[src/rtl/instr_fetch_buffer.sv]
// Word-granular instruction prefetch queue: fetches aligned 64-bit pairs from local store
// and presents the two oldest 32-bit words to the dual-issue decode stage.
module instr_fetch_buffer #(
    parameter int               WORD         = 32,
    parameter int               DEPTH        = 8,
    parameter int               LS_ADDR_BITS = 18,
    parameter logic [WORD-1:0]  RESET_PC     = {WORD{1'b0}}
) (
    input  logic                      i_clk,
    input  logic                      i_reset,
    output logic                      o_imem_req,
    output logic [WORD-1:0]           o_imem_addr,
    input  logic [63:0]               i_imem_rdata,
    input  logic [1:0]                i_consume,
    input  logic                      i_branch_taken,
    input  logic [WORD-1:0]           i_branch_target,
    output logic [WORD-1:0]           o_instr1,
    output logic [WORD-1:0]           o_instr2,
    output logic [WORD-1:0]           o_pc1,
    output logic                      o_valid1,
    output logic                      o_valid2,
    output logic [$clog2(DEPTH):0]    o_count
);

    localparam int PW = $clog2(DEPTH);
    localparam int CW = PW + 1;
    localparam int LA = LS_ADDR_BITS;
    localparam logic [CW+1:0] DEPTH_C   = (CW+2)'(DEPTH);
    localparam logic [LA-1:0] PAIR_STEP = {{(LA-4){1'b0}}, 4'b1000};
    localparam logic [WORD-1:0] WORD_STEP = {{(WORD-3){1'b0}}, 3'b100};

    logic [WORD-1:0] r_word [DEPTH];
    logic [WORD-1:0] r_pc   [DEPTH];
    logic [PW-1:0]   r_head;
    logic [PW-1:0]   r_tail;
    logic [CW-1:0]   r_count;
    logic [LA-1:0]   r_fetch_pc;
    logic [LA-1:0]   r_resp_base;
    logic            r_skip_first;
    logic            r_inflight;
    logic            r_discard;

    logic [CW+1:0]   w_demand;
    logic            w_req;
    logic            w_resp;
    logic [1:0]      w_push_n;
    logic [1:0]      w_cons;
    logic [1:0]      w_pop_n;
    logic [PW-1:0]   w_head_nx1;
    logic [PW-1:0]   w_tail_nx1;
    logic [WORD-1:0] w_base_pc;
    logic [WORD-1:0] w_word0;
    logic [WORD-1:0] w_word1;
    logic            w_unused_bits;

    assign w_unused_bits = ^{i_branch_target[WORD-1:LA], i_branch_target[1:0]};

    // Request decision and per-cycle push/pop amounts.
    always_comb begin
        w_demand   = {2'b00, r_count}
                   + (r_inflight ? {{(CW-1){1'b0}}, 3'b100} : {{(CW-1){1'b0}}, 3'b010});
        w_req      = 1'b0;
        w_push_n   = 2'd0;
        w_cons     = i_consume;
        w_pop_n    = 2'd0;
        w_resp     = r_inflight & ~r_discard;
        w_word0    = WORD'(i_imem_rdata[63:32]);
        w_word1    = WORD'(i_imem_rdata[31:0]);
        w_base_pc  = WORD'(r_resp_base);
        w_head_nx1 = r_head + PW'(1'b1);
        w_tail_nx1 = r_tail + PW'(1'b1);
        // Room is reserved for the pair still in flight; same-cycle consume is not credited.
        if (!i_reset && !i_branch_taken && (w_demand <= DEPTH_C)) begin
            w_req = 1'b1;
        end else begin
            w_req = 1'b0;
        end
        if (!w_resp) begin
            w_push_n = 2'd0;
        end else if (r_skip_first) begin
            w_push_n = 2'd1;
        end else begin
            w_push_n = 2'd2;
        end
        if (i_consume > 2'd2) begin
            w_cons = 2'd2;
        end else begin
            w_cons = i_consume;
        end
        if ({{(CW-2){1'b0}}, w_cons} > r_count) begin
            w_pop_n = r_count[1:0];
        end else begin
            w_pop_n = w_cons;
        end
    end

    // Queue storage writes; entries beyond count are never observed, so no reset is needed.
    always_ff @(posedge i_clk) begin
        if (w_push_n == 2'd1) begin
            r_word[r_tail] <= w_word1;
            r_pc[r_tail]   <= w_base_pc + WORD_STEP;
        end else if (w_push_n == 2'd2) begin
            r_word[r_tail]     <= w_word0;
            r_pc[r_tail]       <= w_base_pc;
            r_word[w_tail_nx1] <= w_word1;
            r_pc[w_tail_nx1]   <= w_base_pc + WORD_STEP;
        end
    end

    // Pointer, count and fetch-control state; redirect outranks push and pop.
    always_ff @(posedge i_clk) begin
        if (i_reset) begin
            r_head       <= '0;
            r_tail       <= '0;
            r_count      <= '0;
            r_fetch_pc   <= {RESET_PC[LA-1:3], 3'b000};
            r_resp_base  <= '0;
            r_skip_first <= RESET_PC[2];
            r_inflight   <= 1'b0;
            r_discard    <= 1'b0;
        end else if (i_branch_taken) begin
            r_head       <= '0;
            r_tail       <= '0;
            r_count      <= '0;
            r_fetch_pc   <= {i_branch_target[LA-1:3], 3'b000};
            r_skip_first <= i_branch_target[2];
            r_inflight   <= w_req;
            r_discard    <= w_req;
        end else begin
            r_inflight <= w_req;
            r_discard  <= 1'b0;
            if (w_req) begin
                r_fetch_pc  <= r_fetch_pc + PAIR_STEP;
                r_resp_base <= r_fetch_pc;
            end
            if (w_resp && r_skip_first) begin
                r_skip_first <= 1'b0;
            end
            r_head  <= r_head + PW'(w_pop_n);
            r_tail  <= r_tail + PW'(w_push_n);
            r_count <= r_count + CW'(w_push_n) - CW'(w_pop_n);
        end
    end

    // Issue-pair view of the queue head and the memory request port.
    always_comb begin
        o_valid1    = |r_count;
        o_valid2    = (r_count > {{(CW-1){1'b0}}, 1'b1});
        o_count     = r_count;
        o_imem_req  = w_req;
        o_imem_addr = {WORD{1'b0}};
        o_instr1    = {WORD{1'b0}};
        o_pc1       = {WORD{1'b0}};
        o_instr2    = {WORD{1'b0}};
        if (w_req) begin
            o_imem_addr = WORD'(r_fetch_pc);
        end else begin
            o_imem_addr = {WORD{1'b0}};
        end
        if (o_valid1) begin
            o_instr1 = r_word[r_head];
            o_pc1    = r_pc[r_head];
        end else begin
            o_instr1 = {WORD{1'b0}};
            o_pc1    = {WORD{1'b0}};
        end
        if (o_valid2) begin
            o_instr2 = r_word[w_head_nx1];
        end else begin
            o_instr2 = {WORD{1'b0}};
        end
    end

endmodule

[config.mk]
export PLATFORM = sky130hd
export DESIGN_NAME = instr_fetch_buffer
export DESIGN_NICKNAME = d
export VERILOG_FILES = /design/src/rtl/instr_fetch_buffer.sv
export SDC_FILE = /design/constraint.sdc
export NUM_CORES = 1
export LEC_CHECK = 0
export ABC_CLOCK_PERIOD_IN_PS = 4110
export CAP_MARGIN = 0
export CORE_MARGIN = 3
export CORE_UTILIZATION = 52
export CTS_CLUSTER_SIZE = 40
export DETAILED_ROUTE_END_ITERATION = 8
export MAX_ROUTING_LAYER = met4
export PLACE_DENSITY = 0.79
export SLEW_MARGIN = 10
export SYNTH_ARGS = -nofsm -noshare
export SYNTH_HDL_FRONTEND = slang
export SYNTH_SLANG_ARGS = --single-unit
[constraint.sdc]
create_clock -name i_clk -period 4.11 [get_ports i_clk]
set_clock_uncertainty 0.15 [all_clocks]
set_input_delay 0.822 -clock i_clk [delete_from_list [all_inputs] [get_ports i_clk]]
set_output_delay 0.822 -clock i_clk [all_outputs]
set_load 0.02 [all_outputs]
==> results of run 1 <==
## logic make-up after synthesis
family | Yosys count | synth area share [%]
fa+ha+maj | 21 | 1.31
simple gates | 242 | 4.50
other cells | 1 | 0.0168
xor+xnor | 11 | 0.498
compound gates | 104 | 2.92
flops | 427 | 55.4
mux | 468 | 31.3
buf+inv | 181 | 4.08
## registers in the layout, summed over array words and instances (netlist names)
register and cells:
r_skip_first 1, r_tail 3, r_pc 128, r_word 256, r_inflight 1, o_count 4, r_resp_base 15, r_discard 1
r_head 3, r_fetch_pc 15
## worst paths after layout
check | to | startpoint | slack, ns | depth (start not counted)
max | o_instr2[31] | o_count[3] | 0.11 | 7
min | r_resp_base[17] | r_fetch_pc[17] | 0.35 | 2
max reg2reg | o_count[2] | o_count[1] | 1.15 | 12
min reg2reg | r_resp_base[17] | r_fetch_pc[17] | 0.35 | 2
## metrics by stage
stage	utilization [%]	power (mW)
2_1_floorplan	-	7.19
3_3_place_gp	59.0	8.71
3_5_place_dp	59.0	8.76
4_1_cts	62.2	12.5
5_1_grt	62.3	13.0
6_report	62.3	12.5
## report_power, final
part           total [mW]  internal (mW)  switching, mW  leakage [nW]
combinational        3.75           1.70           2.05          4.05
sequential           4.95           4.87         0.0785          3.87
clock                3.80           2.12           1.68         0.662
## worst reg2reg max path, stage by stage (launching register included)
cell and delay (ns):
dfxtp_1 0.32, buf_4 0.16, ha_1 0.28, nor2b_1 0.15, o211ai_1 0.25, mux2i_1 0.33, ha_1 0.28, inv_1 0.05
ha_1 0.15, inv_1 0.06, fa_1 0.44, xor2_1 0.17, nor2_1 0.05
## routing by layer
metal  up-vias  global-route usage (%)
met1      7150                    34.1
met2       595                    42.9
met4         0                    8.14
li1       5995                       -
met3       106                    3.75
met5         -                       -
## cell type report
class / instances / area share [%]
Clock buffer: 54 / 4.49
Inverter: 49 / 0.747
Tap cell: 539 / 2.56
Sequential cell: 427 / 47.2
Antenna cell: 4 / 0.0381
Timing Repair Buffer: 236 / 8.60
Clock inverter: 29 / 0.685
Multi-Input combinational cell: 880 / 35.7
## what timing repair did
| action | 4_1_cts | 5_1_grt |
|---|---|---|
| pin swaps | 0 | 1 |
| gates resized for setup | 21 | 29 |
| endpoints found under the setup margin | 17 | 18 |
| buffers inserted | 0 | 8 |
## cells in the final DEF, fill, tap and decap left out, types with 8 or more instances in the layout
| master | Yosys | routed |
|---|---|---|
| clkbuf_2 | 0 | 15 |
| inv_1 | 47 | 47 |
| nand4_1 | 8 | 8 |
| nor2_1 | 77 | 68 |
| clkbuf_1 | 32 | 8 |
| nor2_4 | 0 | 9 |
| clkinv_1 | 1 | 16 |
| mux4_2 | 160 | 160 |
| nor3_1 | 8 | 8 |
| nand3_1 | 8 | 8 |
| clkdlybuf4s50_1 | 0 | 170 |
| buf_4 | 42 | 42 |
| buf_12 | 0 | 8 |
| a21oi_1 | 63 | 61 |
| mux2_2 | 255 | 255 |
| edfxtp_1 | 384 | 384 |
| dfxtp_1 | 43 | 40 |
| a31oi_1 | 10 | 10 |
| nand2_1 | 119 | 118 |
| ha_1 | 17 | 16 |
| conb_1 | 1 | 34 |
| mux2i_1 | 50 | 50 |
| clkbuf_16 | 0 | 46 |
==> results.toml, run 1 <==
[floorplanning]
start_util_pct = 53.0
die_w_microns = 213
dieArea_sq_mm = 0.0456
die_h_microns = 213
core_sq_mm = 0.0422
rows = 75
io_pins = 236

[sta]
fin_crit_sh_pct = 97.3
timing.final.crit_period_ns = 4.00
final_max_slew_viol_count = 0
setup_viol = 0
worstMarginPinSlew_ns = 0.927
hold_viol = 0
slew_headroom_pct = 38.2
fin_setup_tns_ns = 0
fmax_mhz = 250
rsz0062_at_grt = "no"
fin_hold_ws_ns = 0.346
worst_slack_ns = 0.112

[placed_design]
gp_congestion = 0.809
port_buffers = 186
place_ws_ns = 0.143
place_area_sq_mm = 0.0249
hpwlAfterDp_microns = 33400
placed_cells = 2123

[yosys]
synth_common_cells = "edfxtp_1 (384), mux2_2 (255), mux4_2 (160)"
synthCells = 1455
synth_area_leader_cell = "edfxtp_1"
yosysMostFrequentCell = "edfxtp_1"
synth_edf_count = 384
synth_area_leaders = "edfxtp_1 (52%), mux4_2 (16%), mux2_2 (13%), dfxtp_1 (3.8%), mux2i_1 (2.2%)"
post-synth-top-area-fraction_pct = 51.5
yosysSeqAreaShare_pct = 55.4
synthFlopType = "edfxtp_1"
synthesis.area_sq_mm = 0.0224
syn_area_per_cell_sq_um = 15.4
ys_ff_latch = 427
ys_async_sr_fraction_pct = 0
synth.distinct_cells = 55
yosys_warnings = 0

[drt]
top_layer_used = "met4"
postRouteAntennaNets = 0
met1_length_microns = 22400
vias = 13846
drt_first_pass_iters = 5
wl_per_cell_microns = 25.8
drtIter0Drc = 1307
wl_microns = 57200
dr_wl_met2_microns = 29200
drc = 0
wl_met3_microns = 3880
viasPerCell = 6.24

[grt]
grt_use_total_pct = 26.1
overflow = 0
grt_pass1_wl_microns = 86400
grt_pass1_vias = 14189
grt_max_degree = 98
antenna_found_initial = 4

[worst_setup_path]
cp_cell_sequence = "inv_1, ha_1, a21oi_1, a21oi_4, buf_12, a21oi_1, clkdlybuf4s50_1"
worst_path_dominant_cell_family = "buffers and inverters"
cp.required_ns = 3.14
cp-start-kind = "flop"
path_buf_inv = 3
worstPathMaxFanout = 25
crit_type = "reg2out"
cp-end-kind = "primary output"
worst_ep_arrival_time_ns = 3.03
worst_path_largest_cell_delay_ns = 0.67
crit_path_top_delay_cell = "clkdlybuf4s50_1"
path_common_cell = "a21oi_1"

[clock_tree]
h-tree-depth = 2
root_buffer = "clkbuf_16"
cts_buffer_depth = 3
path_clk_slew_ns = 0.06
cts_hold_buf = 0
cts_tree = "built"
cts_num_sinks = 427
clk_latency_ns = 0.56
cts_buffers = 46

[cells_and_area]
layout.nets = 1762
register_area_sq_mm = 0.0124
areaGrowthSynthToFinish_pct = 17.5
multi_input_area_sq_mm = 0.00939
drive_gt1_share_pct = 34.3
fillers = 3097
fin_area_sq_mm = 0.0263
stdcell_count = 2218

[worst_hold_path]
hold_class = "reg2reg"

[power_and_ir_drop]
power.density_mw_per_mm2 = 475
vdd.ir_drop.worst_uv = 397
p_leak_nw = 8.58

[status]
outcome = "finished, final reports clean"

[flow_run]
cap_violations = 0
Note: power is estimated with default switching activity, not from simulation.
==> inputs of run 2 (changes only) <==
--- a/config.mk
+++ b/config.mk
@@ -6,7 +6,7 @@
 export NUM_CORES = 1
 export LEC_CHECK = 0
 export ABC_CLOCK_PERIOD_IN_PS = 4110
-export CAP_MARGIN = 0
+export CAP_MARGIN = 20
 export CORE_MARGIN = 3
 export CORE_UTILIZATION = 52
 export CTS_CLUSTER_SIZE = 40
==> results of run 2 <==
No change in the layout: final DEF, timing and power equal those of run 1.
